==> src/rtl/alu_result_serializer.sv <==
// rtl/alu_result_serializer.sv - buffers ALU results in a 2-entry FIFO and streams them as LSB/MSB bytes
module alu_result_serializer #(
  parameter int DATA_WIDTH = 8
) (
  input  logic                    i_CLK,
  input  logic                    i_RST,
  input  logic [2*DATA_WIDTH-1:0] i_ALU_OUT,
  input  logic                    i_OUT_Valid,
  input  logic                    i_TX_Ready,
  output logic [DATA_WIDTH-1:0]   o_TX_DATA,
  output logic                    o_TX_Valid,
  output logic                    o_Full,
  output logic                    o_Overflow
);

  typedef enum logic [1:0] {IDLE, SEND_LSB, SEND_MSB} state_t;

  state_t                  state_q, state_d;
  logic [2*DATA_WIDTH-1:0] mem_q [2];
  logic                    wr_ptr_q, rd_ptr_q;
  logic [1:0]              count_q, count_d;
  logic [DATA_WIDTH-1:0]   tx_data_q, tx_data_d;
  logic                    tx_valid_q, tx_valid_d;
  logic                    full_q, ovf_q, ovf_d;
  logic                    push, pop;
  logic [2*DATA_WIDTH-1:0] head, head_next;

  assign head = mem_q[rd_ptr_q];
  assign pop  = (state_q == SEND_MSB) && i_TX_Ready;
  assign push = i_OUT_Valid && ((count_q != 2'd2) || pop);
  assign ovf_d = ovf_q | (i_OUT_Valid && !push);
  assign count_d = count_q + {1'b0, push} - {1'b0, pop};
  // With only one entry left, the word replacing the popped head is the one arriving this cycle.
  assign head_next = (count_q == 2'd2) ? mem_q[~rd_ptr_q] : i_ALU_OUT;

  always_ff @(posedge i_CLK or negedge i_RST) begin
    if (!i_RST) begin
      state_q <= IDLE;
    end else begin
      state_q <= state_d;
    end
  end

  always_comb begin
    state_d = state_q;
    case (state_q)
      IDLE:     if (count_q != 2'd0) state_d = SEND_LSB;
      SEND_LSB: if (i_TX_Ready) state_d = SEND_MSB;
      SEND_MSB: if (i_TX_Ready) state_d = (count_d != 2'd0) ? SEND_LSB : IDLE;
      default:  state_d = IDLE;
    endcase
  end

  always_comb begin
    tx_data_d  = tx_data_q;
    tx_valid_d = tx_valid_q;
    case (state_q)
      IDLE: begin
        tx_valid_d = 1'b0;
        if (count_q != 2'd0) begin
          tx_data_d  = head[DATA_WIDTH-1:0];
          tx_valid_d = 1'b1;
        end
      end
      SEND_LSB: begin
        if (i_TX_Ready) tx_data_d = head[2*DATA_WIDTH-1:DATA_WIDTH];
      end
      SEND_MSB: begin
        if (i_TX_Ready) begin
          if (count_d != 2'd0) begin
            tx_data_d  = head_next[DATA_WIDTH-1:0];
            tx_valid_d = 1'b1;
          end else begin
            tx_valid_d = 1'b0;
          end
        end
      end
      default: tx_valid_d = 1'b0;
    endcase
  end

  always_ff @(posedge i_CLK or negedge i_RST) begin
    if (!i_RST) begin
      mem_q[0]   <= '0;
      mem_q[1]   <= '0;
      wr_ptr_q   <= 1'b0;
      rd_ptr_q   <= 1'b0;
      count_q    <= 2'd0;
      tx_data_q  <= '0;
      tx_valid_q <= 1'b0;
      full_q     <= 1'b0;
      ovf_q      <= 1'b0;
    end else begin
      if (push) begin
        mem_q[wr_ptr_q] <= i_ALU_OUT;
        wr_ptr_q        <= ~wr_ptr_q;
      end
      if (pop) rd_ptr_q <= ~rd_ptr_q;
      count_q    <= count_d;
      tx_data_q  <= tx_data_d;
      tx_valid_q <= tx_valid_d;
      full_q     <= (count_d == 2'd2);
      ovf_q      <= ovf_d;
    end
  end

  assign o_TX_DATA  = tx_data_q;
  assign o_TX_Valid = tx_valid_q;
  assign o_Full     = full_q;
  assign o_Overflow = ovf_q;

endmodule

==> config.mk <==
export PLATFORM = sky130hd
export DESIGN_NAME = alu_result_serializer
export DESIGN_NICKNAME = d
export VERILOG_FILES = /design/src/rtl/alu_result_serializer.sv
export SDC_FILE = /design/constraint.sdc
export NUM_CORES = 1
export LEC_CHECK = 0
export CAP_MARGIN = 20
export CORE_ASPECT_RATIO = 1.5
export CORE_MARGIN = 2
export CORE_UTILIZATION = 45
export CTS_BUF_LIST = sky130_fd_sc_hd__clkbuf_2
export DETAILED_ROUTE_END_ITERATION = 10
export DONT_BUFFER_PORTS = 1
export SETUP_SLACK_MARGIN = 0.2
export SYNTH_ARGS = -nofsm -noshare
export SYNTH_HDL_FRONTEND = slang
export SYNTH_SLANG_ARGS = --single-unit
==> constraint.sdc <==
create_clock -name i_CLK -period 3.4 [get_ports i_CLK]
set_clock_uncertainty 0.05 [all_clocks]
set_input_delay 0.34 -clock i_CLK [delete_from_list [all_inputs] [get_ports i_CLK]]
set_output_delay 0.34 -clock i_CLK [all_outputs]
set_load 0.03 [all_outputs]
==> results.rst <==
.. list-table::
   :header-rows: 1

   * - Metric
     - Value
   * - Register-to-Register Setup Slack
     - roughly 0.48 ns
   * - Number of antenna violations at the first check in global routing
     - 0
   * - Residual DRC
     - 0
   * - Post-synthesis register bit count
     - 49
   * - Number of standard cells in the final layout excluding fillers
     - 300
   * - Main area contributors after synthesis
     - sky130_fd_sc_hd__dfrtp_1, sky130_fd_sc_hd__mux2_2, sky130_fd_sc_hd__a211oi_1
   * - EDFF count, synth
     - 0
   * - Layout cells sized above 1
     - roughly a quarter
   * - Clock tree from TritonCTS
     - done
   * - Number of clock buffers inserted by TritonCTS
     - 5
   * - Post-Syn Instances
     - around 210
   * - Netlist area before placement
     - between 2000 and 3000 µm²
   * - Overall Global Routing Usage
     - a little under a fifth
   * - Total wire length
     - 5190 µm
   * - CP max-delay cell
     - sky130_fd_sc_hd__dfrtp_1
   * - Setup total negative slack
     - 0 ns
   * - Post-DRT Antenna Nets
     - 0
   * - Vias after detailed routing
     - between 1.5k and 2k
   * - Minimum clock period
     - between 2 and 3 ns
   * - Routed vias/inst
     - 5.72
   * - Maximum number of pins on one net before global-route repair
     - 50
   * - Most common cell in the synthesized netlist
     - sky130_fd_sc_hd__dfrtp_1
   * - Number of max-slew violations in the final report
     - 0
   * - Chain of cells forming the critical path
     - inv_1 > ha_1 > nand2_1 > inv_1 > o21ai_2 > ha_1 > inv_1 > ha_1 > xor3_2 > nor3b_4 > or2_1 > a22o_1
   * - Power consumption
     - 0.00287 W
   * - Library cell with the largest summed area after synthesis
     - sky130_fd_sc_hd__dfrtp_1
   * - Fraction of registers with async set or reset after synthesis
     - 100%
   * - Net count after synthesis
     - around 240
   * - Kind of end point of the critical path
     - register
   * - Routed wire length per instance
     - roughly 17 µm
   * - Slew at the pin with the worst max-slew slack
     - between 0.9 and 1 ns
   * - FMAX
     - around 0.34 GHz
   * - Static Leak
     - between 1 and 1.5 nW
   * - HPWL after DPL
     - ~3700 µm
   * - Starting utilization of the core area
     - 46.4%
   * - Max VDD drop
     - around 0.37 mV
   * - Maximum fanout along the worst path
     - 9
   * - Die footprint
     - approximately 6200 µm²
   * - Final setup violation count
     - 0
   * - Max-cap violations
     - 0
   * - Placed Instances
     - ~270
   * - Root buf cell
     - sky130_fd_sc_hd__clkbuf_2
   * - Crit path arrival time
     - 3.23 ns
   * - Number of buffer cells added on primary ports
     - 0
   * - Crit start category
     - register
   * - Source-to-sink clock delay at the later pin of the worst-skew pair
     - roughly 0.42 ns
   * - Classification of the worst-slack hold path
     - in2reg
   * - 1st-iter DRT viols
     - between 80 and 90
   * - Leading post-synthesis cells by instance count
     - sky130_fd_sc_hd__dfrtp_1, sky130_fd_sc_hd__mux2_2, sky130_fd_sc_hd__nor2b_1
   * - Vias in the first global route
     - about 1.8k
   * - Synthesis warning total
     - 0
   * - Run status
     - finished, final reports clean
   * - Std cell rows
     - 33
   * - Critical path class
     - reg2reg
   * - Max stage delay on crit path
     - between 0.4 and 0.5 ns
   * - Iteration count of the initial detailed-routing pass
     - 4
   * - Power per standard cell area
     - slightly above 1000 nW/µm²
   * - Area share of the leading cell type in the synthesized netlist
     - approximately 49%
   * - Area growth from synthesis to layout
     - 11.9%
   * - Clock sink count
     - 49
   * - Hold Vio Cnt, Final
     - 0
   * - Routability Congestion
     - around 0.84
   * - Worst max-slew margin expressed relative to the limit
     - approximately 36%
   * - Data required time at the worst endpoint
     - approximately 3.7 ns
   * - Level count of the clock H-tree
     - 2
   * - Number of top-level pins
     - 31
   * - Final layout net count
     - around 260
   * - Wire length of the first global-routing pass
     - ~8500 µm
   * - Global route total overflow
     - 0
   * - Top_reg_cell synth
     - sky130_fd_sc_hd__dfrtp_1
   * - Ant diodes
     - 0
   * - Die Y
     - roughly 96 µm
   * - Placeable core area
     - approximately 5400 µm²
   * - Fin crit share
     - a little under nine tenths
   * - Synthesized area divided by synthesized cell count
     - roughly 12 µm²
   * - Deepest clock path buffer count
     - 2
   * - DIE WIDTH
     - around 65 µm
   * - Fraction of the yosys area taken by sequential cells
     - about half
   * - Clock slew at reported path FFs
     - ~0.24 ns
   * - Cell variety after synth
     - 30
   * - Setup repair after global routing missed its margin
     - false
-- where the power goes --
group          internal (W)  switching (W)
Clock             0.0000480       0.000178
Sequential         0.000880       0.000364
Combinational      0.000731       0.000671
Total               0.00166        0.00121
-- layout by cell type, fill, tap and decap left out --
cell and count:
sky130_fd_sc_hd__a211oi_1 16, sky130_fd_sc_hd__a21o_1 1, sky130_fd_sc_hd__a21oi_1 2, sky130_fd_sc_hd__a22o_1 8, sky130_fd_sc_hd__a31o_2 1, sky130_fd_sc_hd__a31oi_1 1
sky130_fd_sc_hd__buf_16 1, sky130_fd_sc_hd__buf_4 3, sky130_fd_sc_hd__clkbuf_2 5, sky130_fd_sc_hd__clkinv_2 2, sky130_fd_sc_hd__clkinvlp_4 1, sky130_fd_sc_hd__dfrtp_1 49
sky130_fd_sc_hd__dlygate4sd3_1 18, sky130_fd_sc_hd__ha_1 7, sky130_fd_sc_hd__inv_1 7, sky130_fd_sc_hd__mux2_2 41, sky130_fd_sc_hd__nand2_1 9, sky130_fd_sc_hd__nand2b_1 1
sky130_fd_sc_hd__nor2_1 2, sky130_fd_sc_hd__nor2_2 1, sky130_fd_sc_hd__nor2b_1 18, sky130_fd_sc_hd__nor3_1 8, sky130_fd_sc_hd__nor3b_4 1, sky130_fd_sc_hd__o211ai_1 9
sky130_fd_sc_hd__o211ai_2 1, sky130_fd_sc_hd__o21ai_0 11, sky130_fd_sc_hd__o21ai_2 1, sky130_fd_sc_hd__or2_1 1, sky130_fd_sc_hd__or3b_2 1, sky130_fd_sc_hd__xnor2_1 2
sky130_fd_sc_hd__xor3_2 1
-- what timing repair did --
item / 4_1_cts / 5_1_grt
hold buffers: 18 / 1
setup buffers: 0 / 0
gates resized for setup: 0 / 0
hold endpoints to repair: 80 / 2
-- per-layer routing --
layer	global-route usage [%]	routed length [µm]	vias up	part of all wire, %
met1	20.3	2120	853	41
met2	32.2	2710	54	52
met5	0	0	-	0
li1	-	-	802	-
met3	4.25	259	8	5.0
met4	8.33	110	0	2.1
-- cells by family (layout without fill, tap and decap cells) --
kind of cell	after synthesis	in the layout	share of synthesized area, %
compound gates	51	51	14.6
xor+xnor	3	3	1.69
fa+ha+maj	7	7	3.49
buf+inv	19	37	3.49
flops	49	49	48.8
mux	41	41	18.4
simple gates	42	42	9.56
-- through the flow --
stage          worst slack, ns  instance area (µm²)  util [%]  hold WS (ns)
5_1_grt                  0.277                 2810      52.0       0.00779
6_report                 0.478                 2810      52.0        0.0286
3_5_place_dp             0.553                 2560      47.4      -0.00453
4_1_cts                  0.470                 2800      51.8      0.000128
3_3_place_gp             0.642                 2560      47.4      -0.00446
2_1_floorplan            0.786                 2510         -      -0.00559
-- worst max-delay path, delay by kind of cell, from the launching register on --
| kind | cells | cell delay, ns |
|---|---|---|
| flip-flops | 1 | 0.48 |
| AO/OA/AOI/OAI | 2 | 0.38 |
| adder cells (fa/ha/maj) | 3 | 0.61 |
| buffers and inverters | 3 | 0.24 |
| XOR/XNOR | 1 | 0.30 |
| AND/OR/NAND/NOR | 3 | 0.80 |
-- final cells by class --
class	instances	area (µm²)
well taps	70	87.6
multi-input cells	144	1200
clock inverters	3	17.5
flip-flops and latches	49	1230
clock buffers	5	25.0
inverters	7	26.3
fillers	498	2600
repair buffers	22	230
-- state kept, by name, summed over array words and instances, names as in the netlist --
register and count:
mem_q 32, o_TX_DATA 8, count_q 2, state_q 2, o_Full 1, o_Overflow 1, o_TX_Valid 1, rd_ptr_q 1
wr_ptr_q 1
-- path summary, 6_finish.rpt --
path                       depth (start not counted)            to        start
max                                               12  o_TX_DATA[3]   state_q[0]
min                                                2      wr_ptr_q  i_OUT_Valid
max reg2reg                                       12  o_TX_DATA[3]   state_q[0]
min reg2reg                                        1     mem_q[14]    mem_q[14]
max in group asynchronous                          2     mem_q[20]        i_RST
min in group asynchronous                          2    state_q[0]        i_RST
No activity file was read; power rests on OpenSTA's default activity.
